<file path="src/rtl/cpu_pkg.sv">
// Shared constants for the MIPS core control blocks.
package cpu_pkg;
  localparam int NREG = 32;
  localparam int CNTW = 2;
  localparam int LATW = 3;
  localparam logic [CNTW-1:0] CNT_MAX = '1;
  localparam logic [4:0] REG_ZERO = 5'd0;
endpackage

</file>
<file path="src/rtl/sb_entry.sv">
// One scoreboard slot: in-flight writer count and forwarding countdown for a GPR.
module sb_entry
  import cpu_pkg::*;
(
  input  logic            clk,
  input  logic            reset,
  input  logic            set,
  input  logic            clr,
  input  logic [LATW-1:0] lat,
  output logic            pending,
  output logic            ready,
  output logic            full,
  output logic            underflow
);

  logic [CNTW-1:0] cnt;
  logic [LATW-1:0] tmr;
  logic [LATW-1:0] tmr_dec;

  assign tmr_dec   = (tmr != '0) ? tmr - 1'b1 : tmr;
  assign pending   = (cnt != '0);
  assign ready     = (tmr == '0);
  assign full      = (cnt == CNT_MAX);
  // A writeback racing a same-register issue is covered by that issue.
  assign underflow = clr && !set && (cnt == '0);

  always_ff @(posedge clk) begin
    if (reset) begin
      cnt <= '0;
      tmr <= '0;
    end else if (set) begin
      tmr <= lat;
      if (!clr) cnt <= cnt + 1'b1;
    end else if (clr && cnt != '0) begin
      cnt <= cnt - 1'b1;
      tmr <= (cnt == CNTW'(1)) ? '0 : tmr_dec;
    end else begin
      tmr <= tmr_dec;
    end
  end

endmodule

</file>
<file path="src/rtl/reg_scoreboard.sv">
// GPR scoreboard: issue stall, bypass select and writeback retirement.
module reg_scoreboard
  import cpu_pkg::*;
(
  input  logic            clk,
  input  logic            reset,
  input  logic            iss_valid,
  output logic            iss_ready,
  input  logic [4:0]      iss_rs,
  input  logic [4:0]      iss_rt,
  input  logic            iss_use_rs,
  input  logic            iss_use_rt,
  input  logic            iss_we,
  input  logic [4:0]      iss_dst,
  input  logic [LATW-1:0] iss_lat,
  input  logic            wb_valid,
  input  logic [4:0]      wb_dst,
  output logic            fwd_rs,
  output logic            fwd_rt,
  output logic            err
);

  logic [NREG-1:0] pend_v;
  logic [NREG-1:0] rdy_v;
  logic [NREG-1:0] full_v;
  logic [NREG-1:0] unf_v;
  logic            busy_rs;
  logic            busy_rt;
  logic            full;
  logic            accept;
  logic            wb_hit;

  // $0 has no slot; its constant bits make it look permanently idle.
  assign pend_v[0] = 1'b0;
  assign rdy_v[0]  = 1'b1;
  assign full_v[0] = 1'b0;
  assign unf_v[0]  = 1'b0;

  for (genvar r = 1; r < NREG; r++) begin : g_ent
    sb_entry u_ent (
      .clk       (clk),
      .reset     (reset),
      .set       (accept && (iss_dst == 5'(r))),
      .clr       (wb_hit && (wb_dst == 5'(r))),
      .lat       (iss_lat),
      .pending   (pend_v[r]),
      .ready     (rdy_v[r]),
      .full      (full_v[r]),
      .underflow (unf_v[r])
    );
  end

  assign busy_rs = iss_use_rs && (iss_rs != REG_ZERO) && pend_v[iss_rs] && !rdy_v[iss_rs];
  assign busy_rt = iss_use_rt && (iss_rt != REG_ZERO) && pend_v[iss_rt] && !rdy_v[iss_rt];
  assign fwd_rs  = iss_use_rs && (iss_rs != REG_ZERO) && pend_v[iss_rs] && rdy_v[iss_rs];
  assign fwd_rt  = iss_use_rt && (iss_rt != REG_ZERO) && pend_v[iss_rt] && rdy_v[iss_rt];
  assign full    = iss_we && (iss_dst != REG_ZERO) && full_v[iss_dst];

  assign iss_ready = !(busy_rs || busy_rt || full);
  assign accept    = iss_valid && iss_ready && iss_we && (iss_dst != REG_ZERO);
  assign wb_hit    = wb_valid && (wb_dst != REG_ZERO);

  always_ff @(posedge clk) begin
    if (reset)       err <= 1'b0;
    else if (|unf_v) err <= 1'b1;
  end

endmodule

</file>
<file path="config.mk">
export PLATFORM = sky130hd
export DESIGN_NAME = reg_scoreboard
export DESIGN_NICKNAME = d
export VERILOG_FILES = /design/src/rtl/cpu_pkg.sv /design/src/rtl/sb_entry.sv /design/src/rtl/reg_scoreboard.sv
export SDC_FILE = /design/constraint.sdc
export NUM_CORES = 1
export LEC_CHECK = 0
export BUFFER_PORTS_ARGS = -buffer_cell sky130_fd_sc_hd__buf_2
export CAP_MARGIN = 0
export CORE_MARGIN = 8
export CORE_UTILIZATION = 60
export CTS_BUF_LIST = sky130_fd_sc_hd__clkbuf_8
export DETAILED_ROUTE_END_ITERATION = 10
export PLACE_DENSITY_LB_ADDON = 0.12
export SETUP_SLACK_MARGIN = 0.1
export SLEW_MARGIN = 20
export SYNTH_ARGS = -nofsm -noshare
export SYNTH_HDL_FRONTEND = slang
export SYNTH_HIERARCHICAL = 1
export SYNTH_SLANG_ARGS = --single-unit
</file>
<file path="constraint.sdc">
create_clock -name clk -period 8.8 [get_ports clk]
set_input_delay 0.88 -clock clk [delete_from_list [all_inputs] [get_ports clk]]
set_output_delay 0.88 -clock clk [all_outputs]
set_load 0.005 [all_outputs]
</file>
==> results of run 1 <==
-- final timing paths --
path                           from                      to  cells past startpoint
max                       iss_rs[0]               iss_ready                      8
min reg2reg  g_ent[14].u_ent/tmr[1]  g_ent[14].u_ent/tmr[1]                      2
min          g_ent[14].u_ent/tmr[1]  g_ent[14].u_ent/tmr[1]                      2
max reg2reg  g_ent[10].u_ent/cnt[1]                     err                     16
-- routing by layer --
metal  vias up  wire length (um)  share of wire, %  track usage (%)
li1       5580                 -                 -                -
met1      5370             15450                44            31.38
met2       374             16310                46            40.76
met3        81              2462               7.0            5.024
met4         6              1056               3.0            8.773
met5         -                33             0.093                0
-- per-stage QoR --
step	setup slack, ns	power, mW	cell area, um2
after global placement	4.147	2.085	14460
final	4.090	2.768	14930
after detailed placement	4.114	2.120	14460
after floorplan	5.039	1.829	14140
after CTS	4.106	2.779	14930
after global routing	3.903	2.962	14930
-- sequential cells by signal (all words and copies together), names as in the netlist --
name,cells
err,1
g_ent.u_ent/tmr,93
g_ent.u_ent/cnt,62
-- worst max-delay path, stage by stage --
cell,delay [ns]
buf_2,0.46
mux4_2,0.58
mux4_2,0.47
mux2_2,0.30
nor2_2,0.54
buf_4,0.35
nor2_1,0.10
buf_2,0.15
-- kinds of logic (layout without fill, tap and decap cells) --
logic type | count (synthesis) | count (layout)
adders and majority gates | 186 | 186
xor gates and xnor gates | 31 | 31
and+or+nand+nor | 574 | 574
AOI/OAI and AO/OA | 271 | 271
buffers and inverters | 307 | 348
DFF | 156 | 156
muxes | 59 | 59
-- area by class of cell --
cell class / instances / share of cell area [%]
Clock buffer: 18 / 1.660
Multi-Input combinational cell: 1121 / 61.40
Clock inverter: 14 / 1.450
Timing Repair Buffer: 67 / 2.859
Sequential cell: 156 / 20.92
Tap cell: 319 / 2.674
Inverter: 249 / 9.028
-- power by group --
part | switching (mW) | internal [mW] | total [mW] | leakage (nW)
combinational | 0.643 | 0.567 | 1.21 | 4.85
sequential | 0.0818 | 0.830 | 0.912 | 1.27
clock | 0.297 | 0.348 | 0.645 | 0.239
-- cell usage in the layout (no fill, tap or decap), types with 6 or more instances in the layout --
cell / n
mux2i_1: 19
buf_4: 34
a21oi_1: 65
o211ai_1: 30
nor3b_2: 30
nor3_2: 30
nand2_1: 50
o311a_1: 31
dfxtp_1: 156
o21ai_0: 33
nand3b_1: 64
inv_1: 221
nand2b_1: 34
nand3_1: 70
mux2_2: 6
nor2_2: 31
nor4_1: 39
clkbuf_8: 18
o31ai_1: 62
nor3b_1: 33
nor2b_1: 13
xor2_1: 31
ha_1: 186
mux4_2: 34
nor2_1: 93
buf_2: 32
bufinv_8: 30
o21a_1: 31
and2b_4: 30
nor3_1: 43
==> flow_metrics.py, run 1 <==
metrics = {
    "synth": {
        "postSynth.asyncResetShare_pct": 0,
        "synth_mux_area_share_pct": 7.236,
        "synth.distinct_cells": 51,
        "synth_edf_count": 0,
        "synth_xor_area_share_pct": 1.920,
        "synth_area_um2": 14140,
        "synth_cells": 1584,
        "synth_top_family_by_area": "simple AND/OR/NAND/NOR gates",
        "synthTopCellsByCount": "inv_1, ha_1, dfxtp_1, nor2_1, nand3_1",
        "synthAdderAreaFrac_pct": 16.45,
        "synth_area_leaders": "dfxtp_1, ha_1, inv_1",
        "synth_top_area_share_pct": 22.08,
        "synth_simple_gate_area_share_pct": 25.72,
        "syn_nets": 1800,
        "synth_compound_gate_area_share_pct": 13.46,
        "avgSynthCellArea_um2": 8.929,
        "synth_ff_type": "dfxtp_1",
        "synth_most_common_cell": "inv_1",
        "ys_seq_area_share_pct": 22.08,
        "yosys.area.top_type": "dfxtp_1",
        "ys_ff_latch": 156,
        "ys_warn_count": 6,
    },
    "clocking": {
        "root_buffer": "clkbuf_8",
        "cts_tree": "yes",
        "cts_made_buffers": 17,
        "cts_buffer_depth": 2,
        "post_cts_buffers": 0,
        "htree_levels": 4,
        "cts_sinks": 156,
        "cts_resized": 0,
        "clkTransAtPathRegs_ns": 0.09,
        "postCtsHoldBufs": 0,
        "insertion_delay_ns": 0.47,
    },
    "floorplanning": {
        "io_pins": 34,
        "die_h_um": 169.5,
        "die_x_um": 169.5,
        "std_cell_rows": 56,
        "start_util_pct": 60.62,
        "design.core.area_um2": 23330,
        "dieArea_um2": 28740,
    },
    "drt": {
        "drt_iter0_markers": 939,
        "drt_first_pass_iters": 6,
        "wirelength_mm": 35.31,
        "vias_per_cell": 5.870,
        "avgRoutedWirePerCell_um": 18.16,
        "drc_errors": 0,
        "antenna_left": 0,
        "vias": 11410,
    },
    "timing": {
        "post-route-period-util_pct": 53.52,
        "fmax_ghz": 0.2123,
        "setup_viol": 0,
        "hold_slack_ns": 0.5400,
        "worst_slew_pin_slew_ns": 1.001,
        "slew_headroom_pct": 33.26,
        "min_period_ns": 4.710,
        "finalClockSkew_ns": 0.01972,
        "rsz0062_at_grt": "no",
        "tns_ns": 0,
        "finalMaxSlewViolations": 0,
        "hold_viol": 0,
    },
    "critical_path": {
        "end_kind": "primary output",
        "crit_type": "input port to primary output",
        "worstPathRequired_ns": 7.92,
        "cp_max_fo": 20,
        "r2r_slack_ns": 4.60,
        "cp-start-kind": "input port",
        "cp.arrival_ns": 3.83,
    },
    "grt": {
        "grt_max_degree": 89,
        "grt_overflow": 0,
        "grt_pass1_wl_mm": 56.28,
        "grt_pass1_vias": 10790,
        "antenna_found_initial": 3,
        "grt_usage_pct": 24.63,
    },
    "finish": {
        "nets": 1828,
        "fill_cells": 2034,
        "drive_gt1_share_pct": 17.97,
        "regArea_um2": 3123,
        "area_growth_syn_to_layout_pct": 5.529,
        "instances_no_fill": 1944,
        "multiInputGateArea_um2": 9165,
        "num_antenna_cells": 0,
        "final_core_util_pct": 63.97,
    },
    "pwr": {
        "power_per_cell_area_nw_per_um2": 185.5,
        "peakVddDrop_mv": 0.1126,
        "leakagePower_nw": 6.361,
    },
    "placed_design": {
        "dp.cells": 1912,
        "port_buffers": 33,
        "place_congestion": 0.9491,
        "place.detailed.hpwl_mm": 26.25,
    },
    "run_status": {
        "status": "completed",
    },
    "flow_run": {
        "maxCapViolations": 0,
    },
    "worst_hold_path": {
        "hold_path_class": "flip-flop to flip-flop",
    },
}
No activity file was read; power rests on OpenSTA's default activity.
==> inputs of run 2 (changes only) <==
Clock period 8.8 ns to 4.7 ns, I/O delays scaled along.
==> run 2 against run 1 <==
Compared with the run above:
- sequential power increased by 87%
- combinational power increased by 86%
- worst hold slack got worse by 0.042 ns
- via count about the same
- final area decreased by 0.28%
- routed wire length decreased by 0.54%
- register-to-register slack got worse by 4.1 ns
- final cell count unchanged
- critical endpoint is now err
- largest cell class unchanged
- highest routed layer unchanged
==> flow_metrics.py, run 2 (same netlist as run 1, synthesis figures left out) <==
metrics = {
    "run_status": {
        "status": "completed",
    },
    "floorplanning": {
        "start_util_pct": 60.62,
        "die_x_um": 169.5,
        "dieArea_um2": 28740,
        "die_h_um": 169.5,
        "design.core.area_um2": 23330,
        "io_pins": 34,
        "std_cell_rows": 56,
    },
    "pwr": {
        "peakVddDrop_mv": 0.1783,
        "power_per_cell_area_nw_per_um2": 339.3,
        "leakagePower_nw": 6.334,
    },
    "finish": {
        "area_growth_syn_to_layout_pct": 5.237,
        "num_antenna_cells": 0,
        "mostFrequentLayoutCells": "inv_1, ha_1, dfxtp_1, nor2_1, nand3_1",
        "fill_cells": 2049,
        "drive_gt1_share_pct": 17.97,
        "largest_reg_flops": 93,
        "top_regs": "g_ent.u_ent/tmr: 93 flops, g_ent.u_ent/cnt: 62 flops, err: 1 flops",
        "largest-register": "g_ent.u_ent/tmr",
        "final_common_cell": "inv_1",
        "nets": 1829,
    },
    "timing": {
        "hold_viol": 0,
        "post-route-period-util_pct": 89.69,
        "setup_viol": 0,
        "fmax_ghz": 0.2372,
        "tns_ns": 0,
        "rsz0062_at_grt": "no",
        "min_period_ns": 4.215,
        "slew_headroom_pct": 35.70,
        "finalClockSkew_ns": 0.01306,
        "finalMaxSlewViolations": 0,
        "hold_slack_ns": 0.4982,
        "worst_slew_pin_slew_ns": 0.9645,
    },
    "grt": {
        "grt_usage_pct": 24.63,
        "grt_max_degree": 83,
        "grt_pass1_wl_mm": 56.64,
        "grt_overflow": 0,
        "grt_pass1_vias": 10630,
        "antenna_found_initial": 1,
    },
    "critical_path": {
        "worstPathRequired_ns": 5.05,
        "cp_cell_sequence": "inv_1 -> ha_1 -> ha_1 -> mux2i_1 -> a2111oi_0 -> a211oi_1 -> a2bb2oi_1 -> o32ai_4 -> buf_4 -> nor4_1 -> buf_4 -> nor3b_1 -> nor4_1 -> nand4_1 -> nor2_1 -> nor2_1",
        "r2r_start": "g_ent[1].u_ent/tmr[0]",
        "crit_start": "g_ent[1].u_ent/tmr[0]",
        "max_stage_delay_ns": 0.66,
        "cp.arrival_ns": 4.56,
        "cp_slowest_cell": "a2111oi_0",
        "r2r_slack_ns": 0.48,
        "end_kind": "flip-flop",
        "cp_max_fo": 32,
        "crit_type": "flip-flop to flip-flop",
        "cp-start-kind": "flip-flop",
    },
    "clocking": {
        "clkTransAtPathRegs_ns": 0.10,
        "cts_resized": 0,
        "cts_buffer_depth": 2,
        "postCtsHoldBufs": 0,
        "cts_sinks": 156,
        "htree_levels": 4,
        "root_buffer": "clkbuf_8",
        "insertion_delay_ns": 0.47,
        "cts_tree": "yes",
        "post_cts_buffers": 0,
        "cts_made_buffers": 17,
    },
    "drt": {
        "vias": 11420,
        "vias_per_cell": 5.873,
        "antenna_left": 0,
        "drc_errors": 0,
        "avgRoutedWirePerCell_um": 18.07,
        "drt_first_pass_iters": 5,
        "wirelength_mm": 35.12,
        "drt_iter0_markers": 836,
    },
    "placed_design": {
        "port_buffers": 33,
        "place.detailed.hpwl_mm": 26.35,
        "place_congestion": 0.9504,
    },
    "worst_hold_path": {
        "hold_start": "reset",
        "hold_path_class": "input port to flip-flop",
    },
    "flow_run": {
        "maxCapViolations": 0,
    },
}
run 2: path summary, 6_finish.rpt:
kind | end | depth (start not counted)
max reg2reg | err | 16
max | err | 16
min | g_ent[31].u_ent/tmr[2] | 2
min reg2reg | g_ent[19].u_ent/tmr[1] | 2
run 2: worst max-delay path, delay by kind of cell (launching register included):
family | cells | cell delay (ns)
compound gates | 4 | 1.20
simple gates | 6 | 1.39
mux | 1 | 0.12
fa+ha+maj | 2 | 0.48
flops | 1 | 0.33
buf+inv | 3 | 0.58
run 2: area by class of cell:
| cell class | count | area, um2 | share of cell area (%) |
|---|---|---|---|
| Tap cell | 319 | 399.1 | 2.682 |
| Clock inverter | 14 | 168.9 | 1.135 |
| Timing Repair Buffer | 68 | 446.7 | 3.001 |
| Clock buffer | 17 | 234.0 | 1.572 |
| Multi-Input combinational cell | 1121 | 9165 | 61.58 |
| Sequential cell | 156 | 3123 | 20.98 |
| Inverter | 249 | 1348 | 9.053 |
run 2: power by group:
group	internal, mW	switching (mW)
Sequential	1.55	0.152
Clock	0.525	0.569
Combinational	1.06	1.19
Total	3.14	1.91
run 2: layer usage:
layer,part of all wire (%),vias up,wire length [um],GRT usage (%)
met2,48,295,16830,41.27
met1,45,5470,15740,32.15
met5,0.028,-,10,0
met3,4.9,60,1729,4.420
met4,2.3,2,813,6.579
li1,-,5590,-,-
run 2: per-stage QoR:
step	utilization, %	area (um2)	setup WS (ns)	cells	total power [mW]
final	63.79	14880	0.4846	1944	5.050
after global routing	63.79	14880	0.2282	1944	5.414
after CTS	63.79	14880	0.6148	1944	5.078
after detailed placement	62.07	14480	0.5006	1913	3.966
after global placement	62.07	14480	0.4720	1913	3.897
after floorplan	-	14140	1.425	1584	3.424
